## src/rtl/mac_pkg.sv

```systemverilog
// Purpose: shared types and the saturating add helper for the dot-product MAC (sat_add is used when MAC_DOT_SAT_EN is defined).
// Latency: n/a (types and a combinational function only).
// Backpressure: n/a.
package mac_pkg;

    // Per-beat operand signedness; travels with the beat into the multipliers.
    typedef struct packed {
        logic a_signed;
        logic b_signed;
    } mac_mode_t;

    // Framing and mode carried by each input beat.
    typedef struct packed {
        logic      first;
        logic      last;
        mac_mode_t mode;
    } mac_beat_t;

    // Widest accumulator the saturating helper supports.
    localparam int SAT_MAX_W = 64;

    // Signed add of the low 'width' bits of a and b, clamped to the signed
    // range of 'width' bits on overflow. Only the low 'width' bits of the
    // return value are meaningful.
    function automatic logic [SAT_MAX_W-1:0] sat_add(
        input logic [SAT_MAX_W-1:0] a,
        input logic [SAT_MAX_W-1:0] b,
        input int                   width
    );
        logic [SAT_MAX_W-1:0] s;
        logic [SAT_MAX_W-1:0] max_pos;
        logic [5:0]           msb;
        msb     = 6'(width - 1);
        s       = a + b;
        max_pos = (64'd1 << msb) - 64'd1;
        if ((a[msb] == b[msb]) && (s[msb] != a[msb])) begin
            // ~max_pos has 1 at msb and zeros below: the most negative value.
            return a[msb] ? ~max_pos : max_pos;
        end
        return s;
    endfunction

endpackage

```

## src/rtl/mac_lane_mul.sv

```systemverilog
// Purpose: one lane multiply; each operand is widened by one bit, sign- or zero-extended per its mode flag.
// Latency: combinational.
// Backpressure: none; the parent registers the product.
module mac_lane_mul #(
    parameter int A_W = 8,
    parameter int B_W = 8
) (
    input  logic [A_W-1:0]     a,
    input  logic [B_W-1:0]     b,
    input  logic               a_signed,
    input  logic               b_signed,
    output logic [A_W+B_W+1:0] p
);
    localparam int PW = A_W + B_W + 2;

    logic          a_pad;
    logic          b_pad;
    logic [PW-1:0] a_ext;
    logic [PW-1:0] b_ext;

    assign a_pad = a_signed & a[A_W-1];
    assign b_pad = b_signed & b[B_W-1];

    // Both operands are extended to the full product width, so the low PW
    // bits of a plain multiply are exactly the two's-complement product.
    assign a_ext = {{(PW-A_W){a_pad}}, a};
    assign b_ext = {{(PW-B_W){b_pad}}, b};
    assign p     = a_ext * b_ext;

endmodule

```

## src/rtl/mac_dot_unit.sv

```systemverilog
// Purpose: LANES-wide dot product per beat, accumulated over a first..last frame; MAC_DOT_SAT_EN selects saturating accumulate.
// Latency: beat accepted in cycle t with last set gives out_valid_o in cycle t+2.
// Backpressure: in_ready_o drops while a result waits unconsumed; the whole pipeline then holds.
module mac_dot_unit
    import mac_pkg::*;
#(
    parameter int LANES = 4,
    parameter int A_W   = 8,
    parameter int B_W   = 8,
    parameter int ACC_W = 32
) (
    input  logic                 clk,
    input  logic                 rst,
    input  logic                 in_valid_i,
    output logic                 in_ready_o,
    input  logic                 in_first_i,
    input  logic                 in_last_i,
    input  logic                 a_signed_i,
    input  logic                 b_signed_i,
    input  logic [LANES*A_W-1:0] a_i,
    input  logic [LANES*B_W-1:0] b_i,
    output logic                 out_valid_o,
    input  logic                 out_ready_i,
    output logic [ACC_W-1:0]     acc_o,
    output logic                 ovf_o
);
    localparam int PW  = A_W + B_W + 2;
    localparam int MSB = ACC_W - 1;

    logic             stall;
    mac_beat_t        beat_in;
    logic [PW-1:0]    prod [LANES];
    logic [ACC_W-1:0] lane_sum;

    logic             s1_vld;
    logic             s1_first;
    logic             s1_last;
    logic [ACC_W-1:0] s1_sum;

    logic [ACC_W-1:0] acc;
    logic             ovf_acc;
    logic             fresh;

    logic             start;
    logic [ACC_W-1:0] add_wrap;
    logic [ACC_W-1:0] add_res;
    logic [ACC_W-1:0] acc_next;
    logic             add_ovf;
    logic             ovf_next;

    // A result that nobody takes freezes every stage.
    assign stall      = out_valid_o && !out_ready_i;
    assign in_ready_o = !stall;

    assign beat_in = '{first: in_first_i, last: in_last_i,
                       mode: '{a_signed: a_signed_i, b_signed: b_signed_i}};

    for (genvar k = 0; k < LANES; k++) begin : g_lane
        mac_lane_mul #(.A_W(A_W), .B_W(B_W)) u_mul (
            .a        (a_i[k*A_W +: A_W]),
            .b        (b_i[k*B_W +: B_W]),
            .a_signed (beat_in.mode.a_signed),
            .b_signed (beat_in.mode.b_signed),
            .p        (prod[k])
        );
    end

    // Sum of the lane products, each sign-extended to the accumulator width.
    always_comb begin
        lane_sum = '0;
        for (int k = 0; k < LANES; k++) begin
            lane_sum = lane_sum + ACC_W'($signed(prod[k]));
        end
    end

    // A starting beat (explicit first, or any beat after a last or reset)
    // replaces the accumulator and clears the sticky overflow.
    assign start    = s1_first || fresh;
    assign add_wrap = acc + s1_sum;
    assign add_ovf  = (acc[MSB] == s1_sum[MSB]) && (add_wrap[MSB] != acc[MSB]);

`ifdef MAC_DOT_SAT_EN
    assign add_res = ACC_W'(sat_add(SAT_MAX_W'(acc), SAT_MAX_W'(s1_sum), ACC_W));
`else
    assign add_res = add_wrap;
`endif

    assign acc_next = start ? s1_sum : add_res;
    assign ovf_next = start ? 1'b0 : (ovf_acc | add_ovf);

    // Stage 1: register the lane sum and framing of each accepted beat.
    always_ff @(posedge clk or negedge rst) begin
        if (!rst) begin
            s1_vld   <= 1'b0;
            s1_first <= 1'b0;
            s1_last  <= 1'b0;
            s1_sum   <= '0;
        end else if (!stall) begin
            s1_vld <= in_valid_i;
            if (in_valid_i) begin
                s1_first <= beat_in.first;
                s1_last  <= beat_in.last;
                s1_sum   <= lane_sum;
            end
        end
    end

    // Stage 2: accumulate, track sticky overflow, re-arm fresh after a last beat.
    always_ff @(posedge clk or negedge rst) begin
        if (!rst) begin
            acc     <= '0;
            ovf_acc <= 1'b0;
            fresh   <= 1'b1;
        end else if (!stall && s1_vld) begin
            acc     <= acc_next;
            ovf_acc <= ovf_next;
            fresh   <= s1_last;
        end
    end

    // Output register: loads on a last beat (even while popping), clears on pop.
    always_ff @(posedge clk or negedge rst) begin
        if (!rst) begin
            out_valid_o <= 1'b0;
            acc_o       <= '0;
            ovf_o       <= 1'b0;
        end else if (!stall) begin
            if (s1_vld && s1_last) begin
                out_valid_o <= 1'b1;
                acc_o       <= acc_next;
                ovf_o       <= ovf_next;
            end else begin
                out_valid_o <= 1'b0;
            end
        end
    end

endmodule
```

## config.mk

```make
export PLATFORM = sky130hd
export DESIGN_NAME = mac_dot_unit
export DESIGN_NICKNAME = d
export VERILOG_FILES = /design/src/rtl/mac_pkg.sv /design/src/rtl/mac_lane_mul.sv /design/src/rtl/mac_dot_unit.sv
export SDC_FILE = /design/constraint.sdc
export NUM_CORES = 1
export LEC_CHECK = 0
export ABC_AREA = 1
export CAP_MARGIN = 15
export CORE_AREA = 2 2 182 184
export CTS_CLUSTER_DIAMETER = 200
export DETAILED_ROUTE_END_ITERATION = 7
export DIE_AREA = 0 0 184 186
export PLACE_DENSITY_LB_ADDON = 0.3
export SYNTH_ARGS = -nofsm -noshare
export SYNTH_HDL_FRONTEND = slang
export SYNTH_SLANG_ARGS = --single-unit
```

## constraint.sdc

```tcl
create_clock -name clk -period 2.19 [get_ports clk]
set_clock_uncertainty 0.05 [all_clocks]
set_input_delay 0.438 -clock clk [delete_from_list [all_inputs] [get_ports clk]]
set_output_delay 0.438 -clock clk [all_outputs]
set_load 0.05 [all_outputs]
```

==> qor.yml <==
grt_max_degree: 48
antenna_found_initial: 0
fillers: 1911
post-route-period-util_pct: 291.4
cts_tree: "built"
stdcell_area_mm2: 0.02642
cts.sinks: 92
reg2reg_slack_ps: -140
fin_ws_ps: -4192
initial_core_util_pct: 62.14
fp.dieH_um: 186
clk_pin_slew_ps: 70
violations: "hold timing, setup timing"
synthDistinctLibCells: 38
cpMostUsedCell: "fa_1"
cpPeakStageDelay_ps: 580
dp_hpwl_um: 47610
drt_iter0_drc: 1381
startpoint_type: "primary input"
drive_gt1_share_pct: 30.60
cts_buffer_depth: 2
cts_made_buffers: 9
area.growth.synth_to_final_pct: 32.01
gp_congestion: 1.009
required_ps: 2380
clk_latency_ps: 360
grt_pass1_wl_um: 95050
ant_nets: 0
drc_errors: 0
dieWidth_um: 184
htreeDepth: 3
critical-path-slowest-cell: "fa_2"
hp-class: "in -> async"
post_drt_via_cell_ratio: 5.402
first_global_vias: 19441
grt.total_usage_pct: 36.42
dieArea_mm2: 0.03422
netlist_area_mm2: 0.02001
num-nets-final: 3542
rsz0062_at_grt: "true"
routed_wl_um: 61260
cap_violations: 0
fmax_mhz: 156.7
regArea_mm2: 0.002305
place_area_mm2: 0.02392
num_vias: 18076
first_pass_iters: 6
antenna_cells: 0
synth_area_leaders: "fa_1 (40%), nand2_1 (14%), inv_1 (13%)"
netlist.area_leader.share_pct: 40.31
io_pins: 107
multiInputGateArea_mm2: 0.01680
io_buffers: 106
async_reset_ff_share_pct: 100.0
end_kind: "flop"
synth-edff-count: 0
synth_largest_area_cell: "fa_1"
syn-num-nets: 3185
yosys-top-cells-count: "nand2_1 (754), inv_1 (714), fa_1 (403)"
worstMarginPinSlew_ps: 679.8
slew_viol_final: 0
status: "finished, violations left"
synth_top_flop_cell: "dfrtp_1"
yosys_warnings: 0
period_needed_ps: 6382
synthCells: 2576
root_buffer: "clkbuf_16"
ys_ff_latch: 92
hold_viol: 1
hold_slack_ps: -0.3897
crit_fanout: 5
criticalPathCategory: "in -> reg"
yosysSeqAreaShare_pct: 11.51
max_slew_margin_pct: 54.57
core-area_mm2: 0.03221
cp.arrival_ps: 6570
yosysMostFrequentCell: "nand2_1"
syn_area_per_cell_um2: 7.769
wl_per_cell_um: 18.31
rows: 66
finalSetupViolCount: 30
gr-total-overflow: 0
## final timing paths
| kind | start | end | cells past startpoint |
|---|---|---|---|
| max | a_signed_i | s1_sum[19]$_DFFE_PN0P_ | 29 |
| min | rst | acc_o[14]$_DFFE_PN0P_ | 1 |
| max reg2reg | s1_sum[30]$_DFFE_PN0P_ | acc[29]$_DFFE_PN0P_ | 15 |
| min reg2reg | acc_o[25]$_DFFE_PN0P_ | acc_o[25]$_DFFE_PN0P_ | 2 |
| max in group asynchronous | rst | acc[5]$_DFFE_PN0P_ | 2 |
| min in group clk | acc_o[25]$_DFFE_PN0P_ | acc_o[25]$_DFFE_PN0P_ | 2 |
## critical path: cells and delay by family
family	cells	cell delay, ps
buf+inv	11	830
simple gates	9	750
fa+ha+maj	9	4520
## metrics by stage
| stage | hold slack [ps] | worst slack, ps | util (%) | instances | TNS, ps |
|---|---|---|---|---|---|
| floorplan | 92.41 | -4096 | - | 2576 | -67070 |
| global placement | 389.8 | -4899 | 74.29 | 3259 | -86650 |
| detailed placement | 385.0 | -5021 | 74.29 | 3259 | -88730 |
| CTS | 14.21 | -4138 | 78.71 | 3325 | -68840 |
| global route | 29.98 | -4396 | 82.04 | 3346 | -74830 |
| finish | -0.3897 | -4192 | 82.04 | 3346 | -70010 |
## flip-flops by register name, summed over array words and instances, names as in the netlist
signal       cells
out_valid_o      1
s1_last          1
s1_sum          21
ovf_acc          1
s1_first         1
s1_vld           1
acc             32
fresh            1
acc_o           32
ovf_o            1
## cell type report
type	instances	share of cell area (%)
Multi-Input combinational cell	1678	63.61
Timing Repair Buffer	434	14.27
Inverter	718	10.33
Sequential cell	92	8.723
Tap cell	408	1.932
Clock buffer	9	0.8524
Clock inverter	7	0.2841
## layout by cell type, fill, tap and decap left out, types with 7 or more instances in the layout
master,netlist,routed
nor2_4,1,8
or2_2,26,17
clkbuf_2,0,21
xor2_1,10,8
o21ai_2,2,7
inv_2,2,87
fa_2,0,47
xnor2_1,12,9
dfrtp_1,91,90
a21oi_4,0,12
nor2_1,77,57
fa_1,403,356
nand3_1,98,62
nand2_4,0,35
nor2_2,6,19
nor3_4,0,7
buf_6,0,73
nand4_1,7,7
buf_12,0,11
nand2_2,12,92
clkbuf_16,0,10
or2_4,0,9
o21ai_1,9,21
a21oi_2,3,17
nand3_2,2,34
o21ai_0,45,25
buf_2,9,12
inv_1,714,619
inv_4,0,8
a21oi_1,39,13
ha_4,0,61
ha_1,134,69
clkdlybuf4s50_1,0,38
nand2_1,754,634
buf_4,0,258
## per-layer routing
| metal | routed length (µm) | up-vias | part of all wire, % | GRT usage [%] |
|---|---|---|---|---|
| li1 | - | 8084 | - | - |
| met1 | 21100 | 8828 | 34 | 40.42 |
| met2 | 31250 | 850 | 51 | 65.43 |
| met3 | 3380 | 314 | 5.5 | 3.091 |
| met4 | 5536 | 0 | 9.0 | 27.55 |
| met5 | 0 | - | 0 | 0 |
## kinds of logic after synthesis
kind of cell               share of synthesized area [%]
AOI/OAI and AO/OA                                  3.188
buffers and inverters                              15.17
DFF                                                11.51
muxes                                            0.05001
xor gates and xnor gates                          0.9627
and+or+nand+nor                                    20.43
adders and majority gates                          48.69
## repair_timing
item / in CTS / in global routing
gates cloned: 1 / 1
setup buffers: 51 / 25
hold buffers: 0 / 0
gates resized for setup: 427 / 328
setup endpoints to repair: 49 / 64
pin swaps: 193 / 161
Power is left out: the tool's default activity adds up to more than one toggle a clock period on the data nets, which glitch-free logic cannot reach.
